==> config.mk <==
export PLATFORM = sky130hd
export DESIGN_NAME = lk_window_grad_accum
export DESIGN_NICKNAME = d
export VERILOG_FILES = /design/src/rtl/lk_window_grad_accum.sv
export SDC_FILE = /design/constraint.sdc
export NUM_CORES = 2
export LEC_CHECK = 0
export BUFFER_PORTS_ARGS = -buffer_cell sky130_fd_sc_hd__clkbuf_2
export CAP_MARGIN = 15
export CORE_ASPECT_RATIO = 2
export CORE_MARGIN = 4
export CORE_UTILIZATION = 30
export DETAILED_ROUTE_END_ITERATION = 8
export PLACE_DENSITY = 0.45
export SYNTH_ARGS = -nofsm -noshare
export SYNTH_HDL_FRONTEND = slang
export SYNTH_SLANG_ARGS = --single-unit
export TNS_END_PERCENT = 50
==> constraint.sdc <==
create_clock -name clk -period 14.5 [get_ports clk]
set_input_delay 0.725 -clock clk [delete_from_list [all_inputs] [get_ports clk]]
set_output_delay 0.725 -clock clk [all_outputs]
set_load 0.05 [all_outputs]
==> src/rtl/lk_window_grad_accum.sv <==
// lk_window_grad_accum: per-pixel LK gradients (Ix, Iy, It) and WIN x WIN
// accumulation of the normal-equation terms Gxx, Gyy, Gxy, bx, by.
// Ports:
//   clk, rst (async, active-low)
//   win_start     : one-cycle pulse, clears accumulators and arms a new window
//   in_valid      : column sample valid (no backpressure)
//   i_row0/i_row1 : frame-I pixels of rows r and r+1, same column
//   j_row0        : frame-J pixel co-located with i_row0
//   gxx..by       : signed window sums, updated with out_valid
//   det           : gxx*gyy - gxy*gxy (only when LK_DET_EN is defined)
//   out_valid     : one-cycle pulse, sums final
//   busy          : high from win_start until out_valid
// Optional feature macro: LK_DET_EN (adds det, one extra cycle of latency).
module lk_window_grad_accum #(
    parameter int unsigned DATA_WIDTH = 8,
    parameter int unsigned WIN        = 7,
    parameter int unsigned ACC_W      = 2*DATA_WIDTH + 2 + $clog2(WIN*WIN)
) (
    input  logic                         clk,
    input  logic                         rst,
    input  logic                         win_start,
    input  logic                         in_valid,
    input  logic [DATA_WIDTH-1:0]        i_row0,
    input  logic [DATA_WIDTH-1:0]        i_row1,
    input  logic [DATA_WIDTH-1:0]        j_row0,
    output logic signed [ACC_W-1:0]      gxx,
    output logic signed [ACC_W-1:0]      gyy,
    output logic signed [ACC_W-1:0]      gxy,
    output logic signed [ACC_W-1:0]      bx,
    output logic signed [ACC_W-1:0]      by,
`ifdef LK_DET_EN
    output logic signed [2*ACC_W:0]      det,
`endif
    output logic                         out_valid,
    output logic                         busy
);

    localparam int unsigned GW  = DATA_WIDTH + 1;
    localparam int unsigned PW  = 2 * GW;
    localparam int unsigned CW  = $clog2(WIN + 1);
    localparam int unsigned RW  = (WIN > 1) ? $clog2(WIN) : 1;
    localparam int unsigned DCW = 3;
`ifdef LK_DET_EN
    localparam int unsigned DW        = 2*ACC_W + 1;
    localparam int unsigned DRAIN_CYC = 4;
`else
    localparam int unsigned DRAIN_CYC = 3;
`endif

    typedef enum logic [1:0] {IDLE, ACCUM, DRAIN, DONE} state_t;

    state_t                 state, next_state;
    logic [CW-1:0]          col_cnt;
    logic [RW-1:0]          row_cnt;
    logic [DCW-1:0]         drain_cnt;
    logic [DATA_WIDTH-1:0]  prev0;
    logic                   accept_c, last_c, load_c;

    logic                   s1_vld, s2_vld;
    logic signed [GW-1:0]   ix, iy, it;
    logic signed [PW-1:0]   p_xx, p_yy, p_xy, p_xt, p_yt;
    logic signed [ACC_W-1:0] acc_xx, acc_yy, acc_xy, acc_xt, acc_yt;
`ifdef LK_DET_EN
    logic signed [DW-1:0]   det_pipe;
`endif

    // State register
    always_ff @(posedge clk or negedge rst) begin
        if (!rst) state <= IDLE;
        else      state <= next_state;
    end

    // Next state, sample acceptance and output load strobe; win_start overrides all
    always_comb begin
        next_state = state;
        accept_c   = 1'b0;
        load_c     = 1'b0;
        last_c     = (row_cnt == RW'(WIN - 1)) && (col_cnt == CW'(WIN));
        case (state)
            IDLE:  next_state = IDLE;
            ACCUM: begin
                accept_c = in_valid;
                if (in_valid && last_c) next_state = DRAIN;
            end
            DRAIN: begin
                if (drain_cnt == DCW'(DRAIN_CYC - 1)) begin
                    next_state = DONE;
                    load_c     = 1'b1;
                end
            end
            DONE:    next_state = IDLE;
            default: next_state = IDLE;
        endcase
        if (win_start) begin
            next_state = ACCUM;
            accept_c   = 1'b0;
            load_c     = 1'b0;
        end
    end

    // Column/row position within the window and drain timer
    always_ff @(posedge clk or negedge rst) begin
        if (!rst) begin
            col_cnt   <= '0;
            row_cnt   <= '0;
            drain_cnt <= '0;
        end else begin
            if (win_start) begin
                col_cnt <= '0;
                row_cnt <= '0;
            end else if (accept_c) begin
                if (col_cnt == CW'(WIN)) begin
                    col_cnt <= '0;
                    row_cnt <= (row_cnt == RW'(WIN - 1)) ? '0 : row_cnt + RW'(1);
                end else begin
                    col_cnt <= col_cnt + CW'(1);
                end
            end
            drain_cnt <= (state == DRAIN && !win_start) ? drain_cnt + DCW'(1) : '0;
        end
    end

    // Gradient, product and accumulate pipeline; column 0 only primes prev0
    always_ff @(posedge clk or negedge rst) begin
        if (!rst) begin
            prev0  <= '0;
            s1_vld <= 1'b0;
            s2_vld <= 1'b0;
            ix     <= '0;
            iy     <= '0;
            it     <= '0;
            p_xx   <= '0;
            p_yy   <= '0;
            p_xy   <= '0;
            p_xt   <= '0;
            p_yt   <= '0;
            acc_xx <= '0;
            acc_yy <= '0;
            acc_xy <= '0;
            acc_xt <= '0;
            acc_yt <= '0;
        end else begin
            if (accept_c) begin
                prev0 <= i_row0;
                ix    <= $signed({1'b0, i_row0}) - $signed({1'b0, prev0});
                iy    <= $signed({1'b0, i_row1}) - $signed({1'b0, i_row0});
                it    <= $signed({1'b0, j_row0}) - $signed({1'b0, i_row0});
            end
            s1_vld <= accept_c && (col_cnt != '0);
            s2_vld <= s1_vld && !win_start;
            if (s1_vld) begin
                p_xx <= PW'(ix) * PW'(ix);
                p_yy <= PW'(iy) * PW'(iy);
                p_xy <= PW'(ix) * PW'(iy);
                p_xt <= PW'(ix) * PW'(it);
                p_yt <= PW'(iy) * PW'(it);
            end
            if (win_start) begin
                acc_xx <= '0;
                acc_yy <= '0;
                acc_xy <= '0;
                acc_xt <= '0;
                acc_yt <= '0;
            end else if (s2_vld) begin
                acc_xx <= acc_xx + ACC_W'(p_xx);
                acc_yy <= acc_yy + ACC_W'(p_yy);
                acc_xy <= acc_xy + ACC_W'(p_xy);
                acc_xt <= acc_xt + ACC_W'(p_xt);
                acc_yt <= acc_yt + ACC_W'(p_yt);
            end
        end
    end

    // Output registers: hold until the next completed window
    always_ff @(posedge clk or negedge rst) begin
        if (!rst) begin
            gxx       <= '0;
            gyy       <= '0;
            gxy       <= '0;
            bx        <= '0;
            by        <= '0;
            out_valid <= 1'b0;
            busy      <= 1'b0;
        end else begin
            out_valid <= (next_state == DONE);
            busy      <= (next_state == ACCUM) || (next_state == DRAIN);
            if (load_c) begin
                gxx <= acc_xx;
                gyy <= acc_yy;
                gxy <= acc_xy;
                bx  <= acc_xt;
                by  <= acc_yt;
            end
        end
    end

`ifdef LK_DET_EN
    // Determinant tracks the accumulators one cycle behind; captured on load
    always_ff @(posedge clk or negedge rst) begin
        if (!rst) begin
            det_pipe <= '0;
            det      <= '0;
        end else begin
            det_pipe <= DW'(acc_xx) * DW'(acc_yy) - DW'(acc_xy) * DW'(acc_xy);
            if (load_c) det <= det_pipe;
        end
    end
`endif

endmodule

==> Word-level counts from Yosys, hierarchy flattened <==
Index checks and enable logic that the tools add are counted.
{ "totals": {"regBits": 380, "out_inout_bits": 122, "wordCells": 93} }
{ "op_classes": {"add_sub_neg": 11, "n_mul": 5, "eq_ne": 9, "mux": 27, "n_reduce_logical": 14} }
{ "ops": {"columns": ["operator", "count"], "rows": [
  ["two-way mux 24 bit", 10],
  ["adder 24 x 18 -> 24 bit", 5],
  ["multiplier 9 x 9 -> 18 bit", 5],
  ["subtractor 8 x 8 -> 9 bit", 3],
  ["two-way mux 3 bit", 8],
  ["adder 3 x 1 -> 3 bit, second input constant", 3],
  ["equality test 2 bit, second input constant", 4],
  ["equality test 3 bit, second input constant", 2],
  ["two-way mux 2 bit", 3],
  ["case mux 2 bit (3 select lines)", 1],
  ["nonzero test 2 bit", 3],
  ["logical AND 1 bit", 5],
  ["two-way mux 1 bit", 5],
  ["equality test 2 x 1 -> 1 bit, second input constant", 2],
  ["equality test 3 x 2 -> 1 bit, second input constant", 1],
  ["nonzero test 3 bit", 1],
  ["zero test 2 bit", 1],
  ["AND reduction 2 bit", 1],
  ["OR reduction 2 bit", 1],
  ["zero test 1 bit", 1],
  ["logical OR 1 bit", 1]
]} }

==> Logic depth before layout (Yosys ltp) <==
{ "logic_depth": {"depth_word": 8, "ltp_mapped": 24} }

==> Least setup slack after synthesis <==
No wires, ideal clock.
{ "synth_timing": {"path_type": "register to register", "start": "reg ix[5]", "end": "reg p_xx[17]", "t_arrival_ns": 5.283, "t_required_ns": 14.375, "slack_ns": 9.092, "stages_incl_launch_ff": 23, "n_path_buf": 2, "period_less_slack_ns": 5.408, "path_cell_list": "dfrtp_1 > clkbuf_1 > clkbuf_1 > nand2_1 > fa_1 > inv_1 > fa_1 > inv_1 > fa_1 > inv_1 > fa_1 > ha_1 > ha_1 > nor2b_1 > o21ai_1 > a21boi_0 > o21ai_0 > a21boi_0 > o21ai_0 > a21oi_1 > o41ai_1 > xnor2_1 > mux2_2"} }
{ "synth_between": {"elab_chain_len": 1} }
{ "synth_rtl": {"columns": ["element", "line", "source"], "rows": [
  ["start, declared", "60", "logic signed [GW-1:0] ix, iy, it;"],
  ["start signal, assigned", "145", "ix <= $signed({1'b0, i_row0}) - $signed({1'b0, prev0});"],
  ["multiplier 9 x 9 -> 18 bit", "152", "p_xx <= PW'(ix) * PW'(ix);"],
  ["end signal, assigned", "152", null],
  ["end, declared", "61", "logic signed [PW-1:0] p_xx, p_yy, p_xy, p_xt, p_yt;"]
]} }
No other way between the ends.
A chain may end at the register's enable or synchronous reset.

==> Worst setup path in the final report <==
{ "layout_timing": {"start": "reg ix[1]", "end": "reg p_xx[17]"} }
Same word-level chain as after synthesis.

==> summary.md <==
| Metric | Value |
|---|---|
| Status | `complete, no violations` |
| Async SR Flop Fraction | `100%` |
| CTS Buf Count | `between 40 and 50` |
| Max VDD drop | `0.159 mV` |
| Post-synthesis sequential area ratio | `27.7%` |
| Hold Buf Count CTS | `0` |
| Max-cap check violation count | `0` |
| Worst path slowest cell | `dfrtp_1` |
| Final antenna-violating net count | `0` |
| Core Rows | `174` |
| Clock skew | `about 0.032 ns` |
| CTS Buffer Depth | `3` |
| Die width | `about 250 um` |
| Global-route wire length before repair | `around 140,000 um` |
| Die height | `between 400 and 500 um` |
| Reg2reg start | `ix[1]$_DFFE_PN0P_` |
| Final Max Tran Viols | `0` |
| Leak | `19.4 nW` |
| Most numerous cell in the Yosys netlist | `inv_1` |
| Fmax | `0.166 GHz` |
| # nets final | `4,168` |
| Final HPWL from detailed placement | `65,500 um` |
| DRC violations left | `0` |
| Final std cells w/o fill | `4,996` |
| Cell at the root of the clock tree | `clkbuf_16` |
| Grt ovf | `0` |
| Post-synth EDFFs | `0` |
| Delay-heaviest family, CP | `adder cells` |
| Clock-pin slew on the worst setup and hold paths | `0.06 ns` |
| Skew-Pair Late Insertion Delay | `0.61 ns` |
| Final min period | `6.04 ns` |
| Die area | `119,000 um^2` |
| Setup TNS | `0 ns` |
| Clock Sink Count | `378` |
| Cell Chain, Critical Path | `buf_4 -> inv_1 -> nor2_1 -> inv_1 -> fa_1 -> inv_1 -> fa_1 -> fa_1 -> fa_1 -> fa_1 -> ha_1 -> o21ai_1 -> a21boi_0 -> o21ai_0 -> a21boi_0 -> o21ai_0 -> a21oi_1 -> o41ai_1 -> xnor2_1 -> mux2_2` |
| Share of layout cells above drive strength 1 | `13.8%` |
| Setup crit end kind | `register` |
| Synthesized flop and latch total | `378` |
| Crit Path Max Fanout | `16` |
| Synth area leaders | `dfrtp_1 (28%), fa_1 (19%), ha_1 (13%), mux2_2 (6.5%), inv_1 (4.8%)` |
| Initial DRC Count | `795` |
| Setup bufs post-CTS | `0` |
| FF+latch area | `9470 um^2` |
| Netlist cell types | `66` |
| Setup violations, final | `0` |
| Hold Path Class | `primary input to async pin` |
| Total of warnings raised by yosys | `0` |
| Placed Cells | `4,921` |
| Commonest register cell after synthesis | `dfrtp_1` |
| Final period util | `41.7%` |
| # fillers | `11,700` |
| RD Place Congestion | `between 0.8 and 0.9` |
| Routed len/inst | `about 17 um` |
| Synth cell count leaders | `inv_1 (434), dfrtp_1 (378), ha_1 (346)` |
| Most frequent CP cell | `fa_1` |
| Worst path required time | `approximately 15 ns` |
| Initial antenna violation count | `1` |
| Vias in the first global route | `around 25,000` |
| Worst path bufs/invs | `4` |
| Worst Path Arrival | `6.52 ns` |
| WS Path Type | `register to register` |
| Synth area leader | `dfrtp_1` |
| Core ar. | `113,000 um^2` |
| Count of input and output buffers | `149` |
| Yosys top cell area share | `around 28%` |
| Setup slack after layout | `approximately 8.5 ns` |
| Vias per cell | `4.66` |
| Multi-input logic area | `between 20,000 and 25,000 um^2` |
| Ports | `150` |
| Slowest stage delay, CP | `0.68 ns` |
| Slew @ Worst Pin | `0.990 ns` |
| WHS | `0.230 ns` |
| CP startpoint | `ix[1]$_DFFE_PN0P_` |
| Pre-CTS worst setup slack | `between 8 and 9 ns` |
| Syn Nets | `4,066` |
| Cell Area, Synth | `34,100 um^2` |
| Worst slew margin | `about a third` |
| Unrepaired setup endpoints after global routing | `false` |
| Post-Syn Area per Cell | `10.1 um^2` |
| Via count | `around 23,000` |
| Iteration count of the initial detailed-routing pass | `4` |
| Layout Area Growth over Synthesis | `11.5%` |
| PwrDens | `235 nW/um^2` |
| Total wire length | `83,700 um` |
| TritonCTS clock tree | `done` |
| Gr usage total | `14.3%` |
| PostCTS Resize Cnt | `0` |
| Initial core utilization | `30.3%` |
| CTS H-tree depth | `2` |
| Startpoint Class | `register` |
| Power Total | `8.94 mW` |
| Post-Synthesis Cells | `around 3,400` |
| Fin. Hold Viols | `0` |
| Largest net degree at the start of global routing | `~130` |
## worst register-to-register path, delay by kind of cell, from the launching register on
family | cells | cell delay, ns
AO/OA/AOI/OAI | 7 | 1.28
XOR/XNOR | 1 | 0.12
adder cells (fa/ha/maj) | 6 | 2.78
buffers and inverters | 4 | 0.60
flip-flops | 1 | 0.68
multiplexers | 1 | 0.26
AND/OR/NAND/NOR | 1 | 0.22
## routing by layer
layer | part of all wire, % | GRT usage [%]
met5 | 0 | 0
met4 | 2.7 | 4.07
met3 | 2.4 | 1.36
met2 | 54 | 27.3
met1 | 41 | 16.7
## per-stage QoR
step | util, % | area, um^2
floorplan | - | 34100
detailed placement | 32.5 | 36500
global route | 33.8 | 38000
global placement | 32.5 | 36500
finish | 33.8 | 38000
CTS | 33.8 | 38000
## registers in the layout, indices dropped and copies added (netlist names), 24 cells and up
register	count
by	24
gyy	24
acc_xt	24
acc_yy	24
gxx	24
acc_xx	24
acc_yt	24
acc_xy	24
bx	24
gxy	24
## power breakdown
part	internal (mW)	total, mW	switching, mW
clock network	0.687	1.16	0.470
registers	1.21	1.40	0.197
logic	3.01	6.38	3.37
## cell type report
cell class                      count  share of cell area (%)
Clock inverter                     19                   0.744
Sequential cell                   378                    24.9
Inverter                          437                    4.32
Multi-Input combinational cell   2427                    59.3
Antenna cell                        1                 0.00658
Clock buffer                       55                    3.13
Timing Repair Buffer              183                    2.70
Tap cell                         1496                    4.92
## cells in the final DEF (no fill, tap or decap), drive strengths merged, types with 82 or more instances in the layout
cell type / synthesis / final
a21o: 82 / 82
a21oi: 133 / 133
and2: 101 / 101
clkbuf: 118 / 202
dfrtp: 378 / 378
fa: 326 / 326
ha: 346 / 346
inv: 434 / 435
mux2: 196 / 196
nand2: 265 / 265
nor2: 235 / 235
o21ai: 108 / 108
xnor2: 172 / 172
## final timing paths
path                       slack [ns]  cells past startpoint                     end
hold / removal                   0.23                      1  acc_xt[20]$_DFFE_PN0P_
min in group clk                 0.43                      3  col_cnt[1]$_DFFE_PN0P_
setup reg to reg                 8.46                     20    p_xx[17]$_DFFE_PN0P_
hold reg to reg                  0.46                      1  drain_cnt[0]$_DFF_PN0_
max in group asynchronous       11.99                      3   acc_xx[5]$_DFFE_PN0P_
setup / recovery                 8.46                     20    p_xx[17]$_DFFE_PN0P_
## kinds of logic (layout without fill, tap and decap cells)
family / after synthesis / in the layout / share of synthesized area (%)
xor+xnor: 220 / 220 / 5.65
fa+ha+maj: 672 / 672 / 31.8
simple gates: 778 / 778 / 10.4
other cells: 0 / 1 / 0
compound gates: 503 / 503 / 9.97
buf+inv: 561 / 694 / 6.18
flops: 378 / 378 / 27.7
mux: 254 / 254 / 8.18
Power figures use the tool's default switching activity.
